<file path="config.mk">
export PLATFORM = sky130hd
export DESIGN_NAME = cmd_auth
export DESIGN_NICKNAME = d
export VERILOG_FILES = /design/src/rtl/seg_pkg.sv /design/src/rtl/uart_rx.sv /design/src/rtl/cmd_auth.sv
export SDC_FILE = /design/constraint.sdc
export NUM_CORES = 1
export LEC_CHECK = 0
export BUFFER_PORTS_ARGS = -buffer_cell sky130_fd_sc_hd__buf_4
export CAP_MARGIN = 20
export CORE_UTILIZATION = 40
export DETAILED_ROUTE_END_ITERATION = 8
export PLACE_DENSITY = 0.53
export RECOVER_POWER = 50
export SETUP_SLACK_MARGIN = 0.15
export SLEW_MARGIN = 40
export SYNTH_ARGS = -nofsm -noshare
export SYNTH_HDL_FRONTEND = slang
export SYNTH_HIERARCHICAL = 1
export SYNTH_SLANG_ARGS = --single-unit
</file>
<file path="constraint.sdc">
create_clock -name clk -period 2.96 [get_ports clk]
set_input_delay 0.888 -clock clk [delete_from_list [all_inputs] [get_ports clk]]
set_output_delay 0.888 -clock clk [all_outputs]
set_load 0.05 [all_outputs]
</file>
<file path="src/rtl/seg_pkg.sv">
// Shared types and constants for the Segway command authoriser.
//   auth_state_t : power-authorisation FSM states
//   rx_state_t   : serial receiver states
//   CMD_GO/STOP  : command bytes recognised by the auth FSM
package seg_pkg;

  typedef enum logic [1:0] {
    OFF,
    PWR1,
    PWR2
  } auth_state_t;

  typedef enum logic [2:0] {
    RX_IDLE,
    RX_START,
    RX_DATA,
    RX_STOP,
    RX_WAIT
  } rx_state_t;

  localparam logic [7:0] CMD_GO   = 8'h47;
  localparam logic [7:0] CMD_STOP = 8'h53;

endpackage

</file>
<file path="src/rtl/uart_rx.sv">
// 8N1 serial receiver, LSB first.
//   clk, rst : system clock, async active-high reset
//   RX       : raw asynchronous serial line (idle high)
//   rx_data  : last byte received with a good stop bit
//   rx_rdy   : one-cycle pulse when rx_data updates
//   frm_err  : one-cycle pulse when a byte is dropped for a bad stop bit
module uart_rx
  import seg_pkg::*;
#(
  parameter int unsigned BAUD_DIV = 5208
) (
  input  logic       clk,
  input  logic       rst,
  input  logic       RX,
  output logic [7:0] rx_data,
  output logic       rx_rdy,
  output logic       frm_err
);

  localparam logic [15:0] HalfLast = 16'(BAUD_DIV / 2 - 1);
  localparam logic [15:0] FullLast = 16'(BAUD_DIV - 1);

  logic        r_rx_s1, r_rx_s2;
  rx_state_t   r_state;
  logic [15:0] r_cnt;
  logic [2:0]  r_bit;
  logic [7:0]  r_shift;
  logic [7:0]  r_data;
  logic        r_rdy, r_ferr;

  always_ff @(posedge clk or posedge rst) begin
    if (rst) begin
      r_rx_s1 <= 1'b1;
      r_rx_s2 <= 1'b1;
      r_state <= RX_IDLE;
      r_cnt   <= '0;
      r_bit   <= '0;
      r_shift <= '0;
      r_data  <= '0;
      r_rdy   <= 1'b0;
      r_ferr  <= 1'b0;
    end else begin
      r_rx_s1 <= RX;
      r_rx_s2 <= r_rx_s1;
      r_rdy   <= 1'b0;
      r_ferr  <= 1'b0;
      unique case (r_state)
        RX_IDLE: begin
          // One cycle has already elapsed since the synchronised edge.
          if (!r_rx_s2) begin
            r_state <= RX_START;
            r_cnt   <= 16'd1;
          end
        end
        RX_START: begin
          if (r_cnt == HalfLast) begin
            r_cnt   <= '0;
            r_bit   <= '0;
            r_state <= r_rx_s2 ? RX_IDLE : RX_DATA;
          end else begin
            r_cnt <= r_cnt + 16'd1;
          end
        end
        RX_DATA: begin
          if (r_cnt == FullLast) begin
            r_cnt   <= '0;
            r_shift <= {r_rx_s2, r_shift[7:1]};
            r_bit   <= r_bit + 3'd1;
            if (r_bit == 3'd7) r_state <= RX_STOP;
          end else begin
            r_cnt <= r_cnt + 16'd1;
          end
        end
        RX_STOP: begin
          if (r_cnt == FullLast) begin
            r_cnt <= '0;
            if (r_rx_s2) begin
              r_data  <= r_shift;
              r_rdy   <= 1'b1;
              r_state <= RX_IDLE;
            end else begin
              r_ferr  <= 1'b1;
              r_state <= RX_WAIT;
            end
          end else begin
            r_cnt <= r_cnt + 16'd1;
          end
        end
        RX_WAIT: begin
          // Line must return high before a new start edge is trusted.
          if (r_rx_s2) r_state <= RX_IDLE;
        end
        default: r_state <= RX_IDLE;
      endcase
    end
  end

  assign rx_data = r_data;
  assign rx_rdy  = r_rdy;
  assign frm_err = r_ferr;

endmodule

</file>
<file path="src/rtl/cmd_auth.sv">
// Power authorisation for the Segway platform from Bluetooth serial commands.
//   clk, rst  : system clock, async active-high reset
//   RX        : serial command input (8N1)
//   rider_off : rider-absent status from the steering block
//   pwr_up    : registered platform enable
//   rx_data   : last good received byte
//   rx_rdy    : one-cycle pulse per good byte
//   frm_err   : one-cycle pulse per byte dropped for a bad stop bit
module cmd_auth
  import seg_pkg::*;
#(
  parameter int unsigned BAUD_DIV = 5208,
  parameter int unsigned LINK_TO  = 25_000_000
) (
  input  logic       clk,
  input  logic       rst,
  input  logic       RX,
  input  logic       rider_off,
  output logic       pwr_up,
  output logic [7:0] rx_data,
  output logic       rx_rdy,
  output logic       frm_err
);

  localparam bit          ToEn   = (LINK_TO != 0);
  localparam logic [24:0] ToLast = 25'(LINK_TO - 32'd1);

  auth_state_t r_state;
  logic        r_pwr_up;
  logic [24:0] r_to_cnt;
  logic        w_is_go, w_is_stop, w_expired;

  uart_rx #(
    .BAUD_DIV(BAUD_DIV)
  ) u_uart_rx (
    .clk    (clk),
    .rst    (rst),
    .RX     (RX),
    .rx_data(rx_data),
    .rx_rdy (rx_rdy),
    .frm_err(frm_err)
  );

  assign w_is_go   = rx_rdy && (rx_data == CMD_GO);
  assign w_is_stop = rx_rdy && (rx_data == CMD_STOP);
  assign w_expired = ToEn && (r_to_cnt == ToLast);

  // Link watchdog: only runs while powered in PWR1, any received byte restarts it.
  always_ff @(posedge clk or posedge rst) begin
    if (rst) begin
      r_to_cnt <= '0;
    end else if (r_state != PWR1 || rx_rdy) begin
      r_to_cnt <= '0;
    end else if (r_to_cnt != '1) begin
      r_to_cnt <= r_to_cnt + 25'd1;
    end
  end

  always_ff @(posedge clk or posedge rst) begin
    if (rst) begin
      r_state  <= OFF;
      r_pwr_up <= 1'b0;
    end else begin
      unique case (r_state)
        OFF: begin
          if (w_is_go) begin
            r_state  <= PWR1;
            r_pwr_up <= 1'b1;
          end
        end
        PWR1: begin
          // A lost link behaves exactly like a received stop command.
          if (!w_is_go && (w_is_stop || (!rx_rdy && w_expired))) begin
            if (rider_off) begin
              r_state  <= OFF;
              r_pwr_up <= 1'b0;
            end else begin
              r_state <= PWR2;
            end
          end
        end
        PWR2: begin
          // A fresh 'G' takes priority over the rider leaving.
          if (w_is_go) begin
            r_state <= PWR1;
          end else if (rider_off) begin
            r_state  <= OFF;
            r_pwr_up <= 1'b0;
          end
        end
        default: begin
          r_state  <= OFF;
          r_pwr_up <= 1'b0;
        end
      endcase
    end
  end

  assign pwr_up = r_pwr_up;

endmodule

</file>
Word level (Yosys, flattened, before mapping)
Cells that the tools add are included.
{ "word_totals": {"ff_bits": 70, "input_bits": 4, "output_inout_bits": 11, "wordCells": 95} }
{ "op_classes": {"add_sub_neg": 3, "eq_ne": 24, "n_mux": 35, "n_reduce_logical": 21} }
{ "op_table": {"columns": ["operator", "count"], "rows": [
  ["$mux 25", 2],
  ["$mux 16", 3],
  ["$pmux 16 s3", 1],
  ["$mux 3", 9],
  ["$add 25x1->25 const B", 1],
  ["$eq 25x25->1 const B", 1],
  ["$ne 25x25->1 const B", 1],
  ["$add 16x1->16 const B", 1],
  ["$eq 16x12->1 const B", 1],
  ["$eq 16x13->1 const B", 1],
  ["$eq 8x7->1 const B", 2],
  ["$pmux 3 s5", 1],
  ["$mux 2", 6],
  ["$ne 2x1->1 const B", 6],
  ["$reduce_and 3->1", 4],
  ["$mux 1", 10],
  ["$ne 2x2->1 const B", 4],
  ["$eq 3x2->1 const B", 2],
  ["$eq 3x3->1 const B", 2],
  ["$pmux 2 s3", 1],
  ["$pmux 3 s2", 1],
  ["$reduce_and 6->1", 1],
  ["$logic_and 1x1->1", 4],
  ["$reduce_and 2->1", 2],
  ["other kinds (13)", 16]
]} }

Depth between registers and ports, before layout
{ "logic_depth": {"word_depth": 6, "mapped_depth": 10, "depth_no_buf": 6} }

Hierarchy
Netlist, hierarchy kept.
{ "by_module_without_submodules": {"columns": ["mod", "instances", "cells_per_inst", "area_per_inst_um2", "seq_area_each_um2"], "rows": [
  ["uart_rx", 1, 189, 2053.2, 1053.5],
  ["cmd_auth", 1, 193, 1761.7, 700.7]
]} }

Worst setup path before layout
No wires, ideal clock.
{ "synth_timing": {"path_kind": "flip-flop to flip-flop", "from": "register u_uart_rx.r_cnt[0]", "to": "register u_uart_rx.r_shift[0]", "setup_ns": 0.125, "arrival_time_ns": 2.359, "required_ns": 2.835, "slack_ns": 0.476, "path_stages_with_launch": 7, "path_buffers": 1, "synth_period_minus_slack_ns": 2.484, "cell_sequence": "dfrtp_1 ha_1 or4b_4 or4_4 or3_4 buf_6 mux2_4"} }
{ "synth_via": {"elab_chain_cells": 2} }
{ "synth_rtl": {"columns": ["item", "line_no", "rtl"], "rows": [
  ["from (decl)", "uart_rx.sv:25", "logic [15:0] r_cnt;"],
  ["from (signal assigned)", "uart_rx.sv:61", "r_cnt <= r_cnt + 16'd1;"],
  ["from (signal assigned)", "uart_rx.sv:71", "r_cnt <= r_cnt + 16'd1;"],
  ["from (signal assigned)", "uart_rx.sv:86", "r_cnt <= r_cnt + 16'd1;"],
  ["$eq 16x13->1", "uart_rx.sv:65", "if (r_cnt == FullLast) begin"],
  ["$reduce_and 2->1 (no source line)", null, null],
  ["to (signal assigned)", "uart_rx.sv:67", "r_shift <= {r_rx_s2, r_shift[7:1]};"],
  ["to (decl)", "uart_rx.sv:27", "logic [7:0] r_shift;"]
]} }
No other way between the ends.
A chain may end at the register's enable or synchronous reset.

Final worst setup path
{ "layout_timing": {"from": "register u_uart_rx.r_cnt[0]", "to": "register u_uart_rx.r_cnt[4]"} }
{ "layout_via": {"elab_chain_cells": 3, "word_cells_on_any_way": 6, "classes_between": "add/sub: 1; eq/ne: 2; mux: 3"} }
{ "layout_rtl": {"columns": ["item", "line_no", "rtl"], "rows": [
  ["$add 16x1->16 (tied with other cells)", "uart_rx.sv:61, uart_rx.sv:71, uart_rx.sv:86", null],
  ["$mux 16 (on tied branches)", "uart_rx.sv:65, uart_rx.sv:75, uart_rx.sv:56", null],
  ["$pmux 16 s3 *", "uart_rx.sv:47", "unique case (r_state)"]
]} }
Mark *: on every way between the ends. The rest lies on a longest branch, timed or not.

==> impl_metrics.json <==
{
  "arrival_ns": 2.86,
  "start_util_pct": 41.3,
  "syn_area_um2": 3810,
  "io_buffers": 14,
  "cts-root-buf": "clkbuf_8",
  "avgSynthCellArea_um2": 9.99,
  "post_drt_via_cell_ratio": 5.48,
  "drt-pass1-iter-count": 4,
  "yosysWarnings": 6,
  "synthCells": 382,
  "overflow": 0,
  "placedCellCount": 509,
  "syn_nets": 394,
  "rows": 35,
  "synthArstFlopShare_pct": 100,
  "grt_pass1_vias": 2723,
  "cp-end-kind": "flop",
  "gp_congestion": 0.824,
  "vias": 2878,
  "hold_path_class": "reg2reg",
  "grt_max_degree": 43,
  "min_period_ns": 2.61,
  "cp_slowest_cell": "nor4_1",
  "fill_cells": 879,
  "use_met3_pct": 2.74,
  "synth_edf_count": 0,
  "crit_type": "reg2reg",
  "busiest_layer": "met2",
  "cp_cell_sequence": "ha_1 -> or4b_4 -> nor4_1 -> o2bb2ai_4 -> and3_1 -> a221o_1",
  "run_status": "finished with violations",
  "die_w_um": 99.7,
  "max-vdd-ir-drop_mv": 0.204,
  "h-tree-depth": 3,
  "cpPeakStageDelay_ns": 0.61,
  "use_met2_pct": 26.4,
  "max_cap_violations": 1,
  "post-route-util_pct": 46.3,
  "dp_hpwl_mm": 5.43,
  "cts_inserted_buffers": 9,
  "slew_headroom_pct": -5.58,
  "clk_pin_slew_ns": 0.09,
  "startpoint_type": "flop",
  "area.growth.synth_to_final_pct": 12.1,
  "drv_slew": 29,
  "grtUsageMet1_pct": 25.5,
  "hold_violations": 0,
  "synth_area_leader_cell": "dfrtp_1",
  "fmax_ghz": 0.384,
  "cts-resized-gates": 0,
  "dieArea_um2": 9930,
  "numClockSinks": 70,
  "grt_use_total_pct": 17.8,
  "cts_setup_buffers": 0,
  "n_antenna_cell": 0,
  "antenna_found_initial": 0,
  "dieHeight_um": 99.7,
  "fin_skew_ns": 0.0107,
  "holdBufCountCts": 0,
  "drive_gt1_share_pct": 16.4,
  "cts_tree": "built",
  "violations": "max-capacitance violations, max-slew violations",
  "yosys_register_bits": 70,
  "yosysTopAreaCellShare_pct": 44.6,
  "final_cell_mix": "68 x dfrtp_1, 33 x nand2_1, 24 x nor2_1",
  "nets": 403,
  "yosysUniqueCellTypes": 62,
  "ys_seq_area_share_pct": 46.0,
  "rsz0062_at_grt": "no",
  "io_pins": 15,
  "drt_iter0_markers": 139,
  "hold_slack_ns": 0.359,
  "netlist_top_cells_area": "dfrtp_1 45%, nand2_1 3.2%, mux2_4 2.8%",
  "wl_per_cell_um": 15.2,
  "crit_required_ns": 3.21,
  "setup_viol": 0,
  "power.leakage_uw": 0.00189,
  "synth_ff_type": "dfrtp_1",
  "core_area_um2": 9240,
  "drc": 0,
  "wl_mm": 7.98,
  "setup-tns-final_ns": 0,
  "min_period_over_period_pct": 88.1,
  "power_density_nw_per_um2": 473,
  "grt_pass1_wl_mm": 13.8,
  "cts_max_path_buffers": 2,
  "ant_nets": 0,
  "stdcell_count": 525,
  "worst_pin_slew_ns": 1.58,
  "layout_commonest_cell": "dfrtp_1",
  "clock_latency_ns": 0.36,
  "cp_max_fo": 21,
  "power.total_uw": 2020
}
[flip-flops by register name, indices dropped and copies added (netlist names), 2 cells and up]
| signal | count |
|---|---|
| u_uart_rx/r_cnt | 16 |
| u_uart_rx/r_shift | 8 |
| u_uart_rx/r_state | 3 |
| u_uart_rx/r_bit | 3 |
| r_state | 2 |
| u_uart_rx/rx_data | 8 |
| r_to_cnt | 25 |
[report_power, final]
part | switching [uW] | internal (uW) | total [uW]
registers | 2.07 | 958 | 960
logic | 20.2 | 3.70 | 23.9
clock network | 391 | 649 | 1040
[path summary, 6_finish.rpt]
| kind | depth (start not counted) | endpoint | slack (ns) | start |
|---|---|---|---|---|
| min in group asynchronous | 3 | u_uart_rx/frm_err | 0.87 | rst |
| max reg2reg | 6 | u_uart_rx/r_cnt[4] | 0.35 | u_uart_rx/r_cnt[0] |
| min reg2reg | 0 | u_uart_rx/r_rx_s2 | 0.36 | u_uart_rx/r_rx_s1 |
| max in group asynchronous | 3 | r_to_cnt[24] | 0.94 | rst |
| min | 0 | u_uart_rx/r_rx_s2 | 0.36 | u_uart_rx/r_rx_s1 |
| max | 6 | u_uart_rx/r_cnt[4] | 0.35 | u_uart_rx/r_cnt[0] |
[synthesized netlist by cell type, types with 9 or more instances]
library cell and instances:
dfrtp_1 68, nand4_1 11, nor2_1 24, a21oi_1 18, inv_1 14, nand2_1 33
o21ai_0 11, mux2_2 9, and3_1 11, a31oi_1 15, nand3_1 20
[critical path: cells and delay by family, from the launching register on]
kind                       cells  cell delay (ns)
DFF                            1             0.39
adders and majority gates      1             0.24
and+or+nand+nor                3             1.35
AOI/OAI and AO/OA              2             0.53
[layout make-up]
cell class	count	area (um2)	area share, %
tap	129	161	3.77
clock inverter	7	146	3.42
sequential	70	1750	41.0
multi-input combinational	277	1910	44.6
inverter	14	52.6	1.23
timing repair buffer	19	129	3.01
clock buffer	9	124	2.90
[metal layers]
layer / share of wire (%) / up-vias
met2: 44 / 56
met4: 0.95 / 0
li1: - / 1431
met3: 4.7 / 7
met1: 50 / 1384
met5: 0 / -
[per-stage QoR]
| stage | setup WS (ns) | instance area [um2] |
|---|---|---|
| floorplan | 0.476 | 3810 |
| detailed placement | 0.316 | 4010 |
| global placement | 0.377 | 4010 |
| finish | 0.353 | 4280 |
| CTS | 0.312 | 4280 |
| global route | 0.229 | 4280 |
[cell families after synthesis]
logic type      synth area share [%]
buf+inv                         4.46
compound gates                  12.4
xor+xnor                        2.53
mux                             6.49
fa+ha+maj                       2.62
simple gates                    25.5
flops                           46.0
(Power assumes the default switching activity.)
